File: config.mk
export PLATFORM = sky130hd
export DESIGN_NAME = cf_fft_ctrl_flag_seq
export DESIGN_NICKNAME = d
export VERILOG_FILES = /design/src/rtl/cf_fft_ctrl_pkg.sv /design/src/rtl/cf_fft_flag_decode.sv /design/src/rtl/cf_fft_ctrl_flag_seq.sv
export SDC_FILE = /design/constraint.sdc
export NUM_CORES = 1
export LEC_CHECK = 0
export BUFFER_PORTS_ARGS = -buffer_cell sky130_fd_sc_hd__clkbuf_2
export CORE_MARGIN = 2
export CORE_UTILIZATION = 35
export DETAILED_ROUTE_END_ITERATION = 10
export PLACE_DENSITY = 0.64
export REMOVE_ABC_BUFFERS = 1
export SLEW_MARGIN = 0
export SYNTH_ARGS = -nofsm -noshare
export SYNTH_HDL_FRONTEND = slang
export SYNTH_SLANG_ARGS = --single-unit
File: constraint.sdc
create_clock -name clk -period 1.35 [get_ports clk]
set_input_delay 0 -clock clk [delete_from_list [all_inputs] [get_ports clk]]
set_output_delay 0 -clock clk [all_outputs]
set_load 0.005 [all_outputs]
File: src/rtl/cf_fft_ctrl_pkg.sv
// Shared types and constants for the FFT control-flag sequencer.
package cf_fft_ctrl_pkg;

   typedef enum logic {
      IDLE = 1'b0,
      RUN  = 1'b1
   } state_t;

   // Slice k is the step code that selects source k.
   localparam logic [8:0] MAP_CODES_DEFAULT = {3'd6, 3'd1, 3'd3};

endpackage

File: src/rtl/cf_fft_flag_decode.sv
// Combinational step-code to flag selector for one channel.
module cf_fft_flag_decode
   import cf_fft_ctrl_pkg::*;
#(
   parameter int unsigned                SEL_W       = 3,
   parameter int unsigned                NUM_STEPS   = 8,
   parameter int unsigned                NUM_SRC     = 3,
   parameter logic [NUM_SRC*SEL_W-1:0]   MAP_CODES   = MAP_CODES_DEFAULT,
   parameter logic                       DEFAULT_VAL = 1'b1
) (
   input  logic [SEL_W-1:0]   step,
   input  logic [NUM_SRC-1:0] flags,
   output logic               flag
);

   logic [NUM_SRC-1:0] hit;
   logic [NUM_SRC:0]   chain;

   assign chain[0] = DEFAULT_VAL;

   // Later sources overwrite earlier ones, so the highest matching k wins.
   for (genvar k = 0; k < NUM_SRC; k++) begin : g_src
      localparam logic [SEL_W-1:0] CODE = MAP_CODES[k*SEL_W +: SEL_W];
      localparam bit               LIVE = (32'(CODE) < NUM_STEPS);

      assign hit[k]     = LIVE && (step == CODE);
      assign chain[k+1] = hit[k] ? flags[k] : chain[k];
   end

   assign flag = chain[NUM_SRC];

endmodule

File: src/rtl/cf_fft_ctrl_flag_seq.sv
// Sequenced, registered flag selector: walks step codes per frame and emits the
// mapped source flag (or a default) for each channel one cycle after issue.
module cf_fft_ctrl_flag_seq
   import cf_fft_ctrl_pkg::*;
#(
   parameter int unsigned              SEL_W       = 3,
   parameter int unsigned              NUM_STEPS   = 8,
   parameter int unsigned              NUM_SRC     = 3,
   parameter int unsigned              NUM_CH      = 2,
   parameter logic [NUM_SRC*SEL_W-1:0] MAP_CODES   = MAP_CODES_DEFAULT,
   parameter logic                     DEFAULT_VAL = 1'b1,
   parameter int unsigned              FRAMES      = 1
) (
   input  logic                      clk,
   input  logic                      rst_n,
   input  logic                      i_start,
   input  logic                      i_hold,
   input  logic                      i_clear,
   input  logic [NUM_CH*NUM_SRC-1:0] i_flags,
   output logic [NUM_CH-1:0]         o_flag,
   output logic                      o_valid,
   output logic [SEL_W-1:0]          o_step,
   output logic                      o_busy,
   output logic                      o_done
);

   localparam int unsigned FRW = $clog2(FRAMES + 1);

   state_t            state_q, state_d;
   logic [SEL_W-1:0]  step_q, step_d;
   logic [FRW-1:0]    frame_q, frame_d;
   logic [NUM_CH-1:0] dec;
   logic [NUM_CH-1:0] flag_q, flag_d;
   logic [SEL_W-1:0]  ostep_q, ostep_d;
   logic              valid_q, valid_d;
   logic              busy_q, busy_d;
   logic              done_q, done_d;
   logic              last_q, last_d;
   logic              last_step, last_frame;

   for (genvar ch = 0; ch < NUM_CH; ch++) begin : g_ch
      cf_fft_flag_decode #(
         .SEL_W      (SEL_W),
         .NUM_STEPS  (NUM_STEPS),
         .NUM_SRC    (NUM_SRC),
         .MAP_CODES  (MAP_CODES),
         .DEFAULT_VAL(DEFAULT_VAL)
      ) u_decode (
         .step (step_q),
         .flags(i_flags[ch*NUM_SRC +: NUM_SRC]),
         .flag (dec[ch])
      );
   end

   assign last_step  = (step_q == SEL_W'(NUM_STEPS - 1));
   assign last_frame = (frame_q == FRW'(FRAMES - 1));

   always_comb begin
      state_d = state_q;
      step_d  = step_q;
      frame_d = frame_q;
      flag_d  = flag_q;
      ostep_d = ostep_q;
      valid_d = 1'b0;
      last_d  = 1'b0;
      done_d  = last_q;
      if (i_clear) begin
         state_d = IDLE;
         step_d  = '0;
         frame_d = '0;
         done_d  = 1'b0;
      end else begin
         case (state_q)
            // busy_q is still high during the final o_valid cycle, when the FSM is already IDLE.
            IDLE: if (i_start && !i_hold && !busy_q) state_d = RUN;
            RUN: begin
               if (!i_hold) begin
                  flag_d  = dec;
                  ostep_d = step_q;
                  valid_d = 1'b1;
                  if (last_step) begin
                     step_d = '0;
                     if (last_frame) begin
                        frame_d = '0;
                        state_d = IDLE;
                        last_d  = 1'b1;
                     end else begin
                        frame_d = frame_q + FRW'(1);
                     end
                  end else begin
                     step_d = step_q + SEL_W'(1);
                  end
               end
            end
            default: state_d = IDLE;
         endcase
      end
      busy_d = (state_d == RUN) || last_d;
   end

   always_ff @(posedge clk or negedge rst_n) begin
      if (!rst_n) begin
         state_q <= IDLE;
         step_q  <= '0;
         frame_q <= '0;
         flag_q  <= '0;
         ostep_q <= '0;
         valid_q <= 1'b0;
         busy_q  <= 1'b0;
         done_q  <= 1'b0;
         last_q  <= 1'b0;
      end else begin
         state_q <= state_d;
         step_q  <= step_d;
         frame_q <= frame_d;
         flag_q  <= flag_d;
         ostep_q <= ostep_d;
         valid_q <= valid_d;
         busy_q  <= busy_d;
         done_q  <= done_d;
         last_q  <= last_d;
      end
   end

   assign o_flag  = flag_q;
   assign o_valid = valid_q;
   assign o_step  = ostep_q;
   assign o_busy  = busy_q;
   assign o_done  = done_q;

endmodule

==> flow_summary.json <==
{
  "tritoncts_clock_tree": "done",
  "routed_wl_mm": 1.17,
  "fmax_mhz": 783,
  "drcViolationCount": 0,
  "worst-endpoint-arrival_ns": 1.43,
  "clockRootBuffer": "sky130_fd_sc_hd__clkbuf_4",
  "setup.worst_path.end": "o_step[2]",
  "die_w_um": 46.6,
  "boundaryPins": 19,
  "syn-instance-count": 53,
  "rsz0062_at_grt": "false",
  "ys.flop_type": "sky130_fd_sc_hd__dfrtp_1",
  "drv_cap": 0,
  "wl_per_cell_um": 11.2,
  "synth_enable_flop_cells": 0,
  "post-route-min-period_ns": 1.28,
  "detailedPlacementHpwl_um": 845,
  "route.detailed.vias_per_inst": 4.59,
  "cts_sinks": 13,
  "met1_usage": 0.119,
  "deepest_level_of_the_cts_h_tree": 1,
  "met2_usage": 0.225,
  "timing.critical_path.fanout_max": 7,
  "dp_cells": 96,
  "cts_made_buffers": 3,
  "gp_congestion": 0.764,
  "crit_path_start_kind": "input port",
  "grt_pass1_wl_mm": 1.77,
  "grt_pass1_vias": 428,
  "crit_family": "buffers and inverters",
  "leakagePower_nw": 0.406,
  "grt_antenna_before_repair": 0,
  "slew-limit-headroom": 0.740,
  "synth_area_leaders": "sky130_fd_sc_hd__dfrtp_1, sky130_fd_sc_hd__ha_1, sky130_fd_sc_hd__mux2_4, sky130_fd_sc_hd__nor2_1, sky130_fd_sc_hd__mux2i_1",
  "post-cts-setup-buffers": 0,
  "r2r_setup_slk_ns": 0.11,
  "synth_seq_cells": 13,
  "placeableCoreArea_um2": 1710,
  "final.period_utilization": 0.946,
  "crit_path_cell_trace": "dlygate4sd3_1, clkbuf_2, nor3b_4, mux2_4",
  "critical_path_start": "i_clear",
  "power.density_nw_per_um2": 963,
  "via_count": 477,
  "worst_r2r_endpoint": "step_q[0]",
  "hp-class": "input port to flop",
  "finish.cell_count_without_fillers": 104,
  "synth_sequential_area_ratio": 0.513,
  "fraction_of_registers_with_async_set_reset": 1.00,
  "worst_skew_pair.late_latency_ns": 0.27,
  "antennaDiodeCount": 0,
  "global_route_congestion_overflow_total": 0,
  "post_synth.cell_area_avg_um2": 12.0,
  "global_route.peak_usage_layer": "met2",
  "hold_violations": 0,
  "most_instantiated_library_cell_after_synthesis": "sky130_fd_sc_hd__dfrtp_1",
  "worstSetupPathType": "input port to flop",
  "run_status": "completed",
  "slew_viol_final": 0,
  "fp.dieArea_um2": 2170,
  "ys.warnings.count": 0,
  "drive_above_1_share": 0.380,
  "worst_ep_required_time_ns": 1.51,
  "placement.io_buffers": 18,
  "area_of_the_multi_input_gates_um2": 279,
  "cts_max_path_buffers": 2,
  "leading_post_synthesis_cells_by_instance_count": "sky130_fd_sc_hd__dfrtp_1, sky130_fd_sc_hd__nor2_1, sky130_fd_sc_hd__ha_1",
  "drtPass1Iterations": 2,
  "r2r-start": "step_q[0]",
  "ant_nets": 0,
  "setup_viol_count_final": 0,
  "synth_largest_area_cell": "sky130_fd_sc_hd__dfrtp_1",
  "num_rows": 15,
  "final_nets": 96,
  "area_growth_pct": 30.4,
  "ff_latch_area_um2": 327,
  "starting_density_of_the_core": 0.371,
  "critical_path_depth": 4,
  "max-vdd-ir-drop_mv": 0.483,
  "global_route_usage_over_all_layers": 0.128,
  "drt-initial-drc-count": 1,
  "path_clk_slew_ns": 0.08,
  "r2r.worst_path.cells": 5,
  "filler_instances": 170,
  "crit_buf_inv": 2,
  "syn_std_cell_area_um2": 634,
  "synth.lib_cells_used.distinct": 17,
  "finalClockSkew_ns": 0.00804,
  "crit_path_end_kind": "flop",
  "die_height_um": 46.6,
  "pin_count_of_the_biggest_net_entering_global_routing": 14,
  "cpMaxStageDelayCell": "sky130_fd_sc_hd__dlygate4sd3_1",
  "fin_setup_tns_ns": 0,
  "met3_usage": 0.0510,
  "synth.top_cell.area_share": 0.513,
  "worst-slew-pin-transition_ns": 0.389,
  "cpPeakStageDelay_ns": 0.53
}
-- timing repair --
item	CTS	global route
setup endpoints to repair	0	4
hold endpoints to repair	16	0
hold buffers	4	0
gates resized for setup	0	2
-- report_power, final --
| group | switching, mW | leakage [nW] | internal [mW] |
|---|---|---|---|
| sequential | 0.0196 | 0.170 | 0.418 |
| clock | 0.124 | 0.0150 | 0.114 |
| combinational | 0.0527 | 0.221 | 0.0681 |
-- flip-flops by register name, indices dropped and copies added (netlist names) --
register  flops
o_done        1
last_q        1
state_q       1
o_busy        1
o_valid       1
o_step        3
o_flag        2
step_q        3
-- worst reg2reg max path: stages (launching register included) --
cell and delay (ns):
sky130_fd_sc_hd__dfrtp_2 0.44, sky130_fd_sc_hd__ha_1 0.22, sky130_fd_sc_hd__ha_1 0.23, sky130_fd_sc_hd__nor2_1 0.11, sky130_fd_sc_hd__mux2i_1 0.09, sky130_fd_sc_hd__nor2_1 0.08
-- per-layer routing --
| layer | up-vias | routed length [um] |
|---|---|---|
| met5 | - | 0 |
| met4 | 0 | 12 |
| met3 | 2 | 57 |
| met2 | 11 | 620 |
| met1 | 228 | 478 |
| li1 | 236 | - |
-- layout by cell type, fill, tap and decap left out, types with 2 or more instances in the layout --
| cell | n |
|---|---|
| sky130_fd_sc_hd__o21ai_0 | 2 |
| sky130_fd_sc_hd__clkbuf_2 | 18 |
| sky130_fd_sc_hd__a211oi_1 | 2 |
| sky130_fd_sc_hd__a32oi_1 | 2 |
| sky130_fd_sc_hd__mux2_4 | 3 |
| sky130_fd_sc_hd__ha_1 | 5 |
| sky130_fd_sc_hd__inv_1 | 4 |
| sky130_fd_sc_hd__dlygate4sd3_1 | 4 |
| sky130_fd_sc_hd__mux2i_1 | 3 |
| sky130_fd_sc_hd__a31oi_1 | 2 |
| sky130_fd_sc_hd__dfrtp_1 | 12 |
| sky130_fd_sc_hd__clkbuf_4 | 3 |
| sky130_fd_sc_hd__nor2_1 | 9 |
| sky130_fd_sc_hd__nor2b_1 | 2 |
-- stage by stage --
| step | power [mW] | worst slack (ns) | cell area (um2) | hold WS [ns] | util |
|---|---|---|---|---|---|
| 2_1_floorplan | 0.496 | 0.193 | 619 | -0.296 | - |
| 3_3_place_gp | 0.556 | 0.126 | 756 | -0.0907 | 0.442 |
| 3_5_place_dp | 0.559 | 0.112 | 756 | -0.0868 | 0.442 |
| 4_1_cts | 0.813 | 0.0867 | 822 | 0.0303 | 0.481 |
| 5_1_grt | 0.853 | 0.00221 | 827 | 0.0660 | 0.484 |
| 6_report | 0.796 | 0.0733 | 827 | 0.0388 | 0.484 |
-- how the worst min path moves through the flow --
stage	startpoint	endpoint	cells past startpoint
2_1_floorplan	rst_n	last_q	0
3_3_place_gp	rst_n	o_flag[0]	1
3_5_place_dp	rst_n	o_flag[0]	1
4_1_cts	i_flags[1]	o_flag[0]	3
5_1_grt	i_flags[0]	o_flag[0]	3
6_report	i_flags[3]	o_flag[1]	3
-- kinds of logic (layout without fill, tap and decap cells) --
logic type / count (synthesis) / count (layout) / share of synthesized area
AO/OA/AOI/OAI: 9 / 9 / 0.0947
adder cells (fa/ha/maj): 5 / 5 / 0.0986
buffers and inverters: 6 / 32 / 0.0473
flip-flops: 13 / 13 / 0.513
multiplexers: 6 / 6 / 0.118
AND/OR/NAND/NOR: 14 / 14 / 0.128
-- final cells by class --
| type | count | area share |
|---|---|---|
| sequential | 13 | 0.395 |
| multi-input combinational | 34 | 0.337 |
| clock buffer | 4 | 0.0318 |
| tap | 25 | 0.0378 |
| timing repair buffer | 24 | 0.180 |
| inverter | 4 | 0.0182 |
No activity file was read; power rests on OpenSTA's default activity.
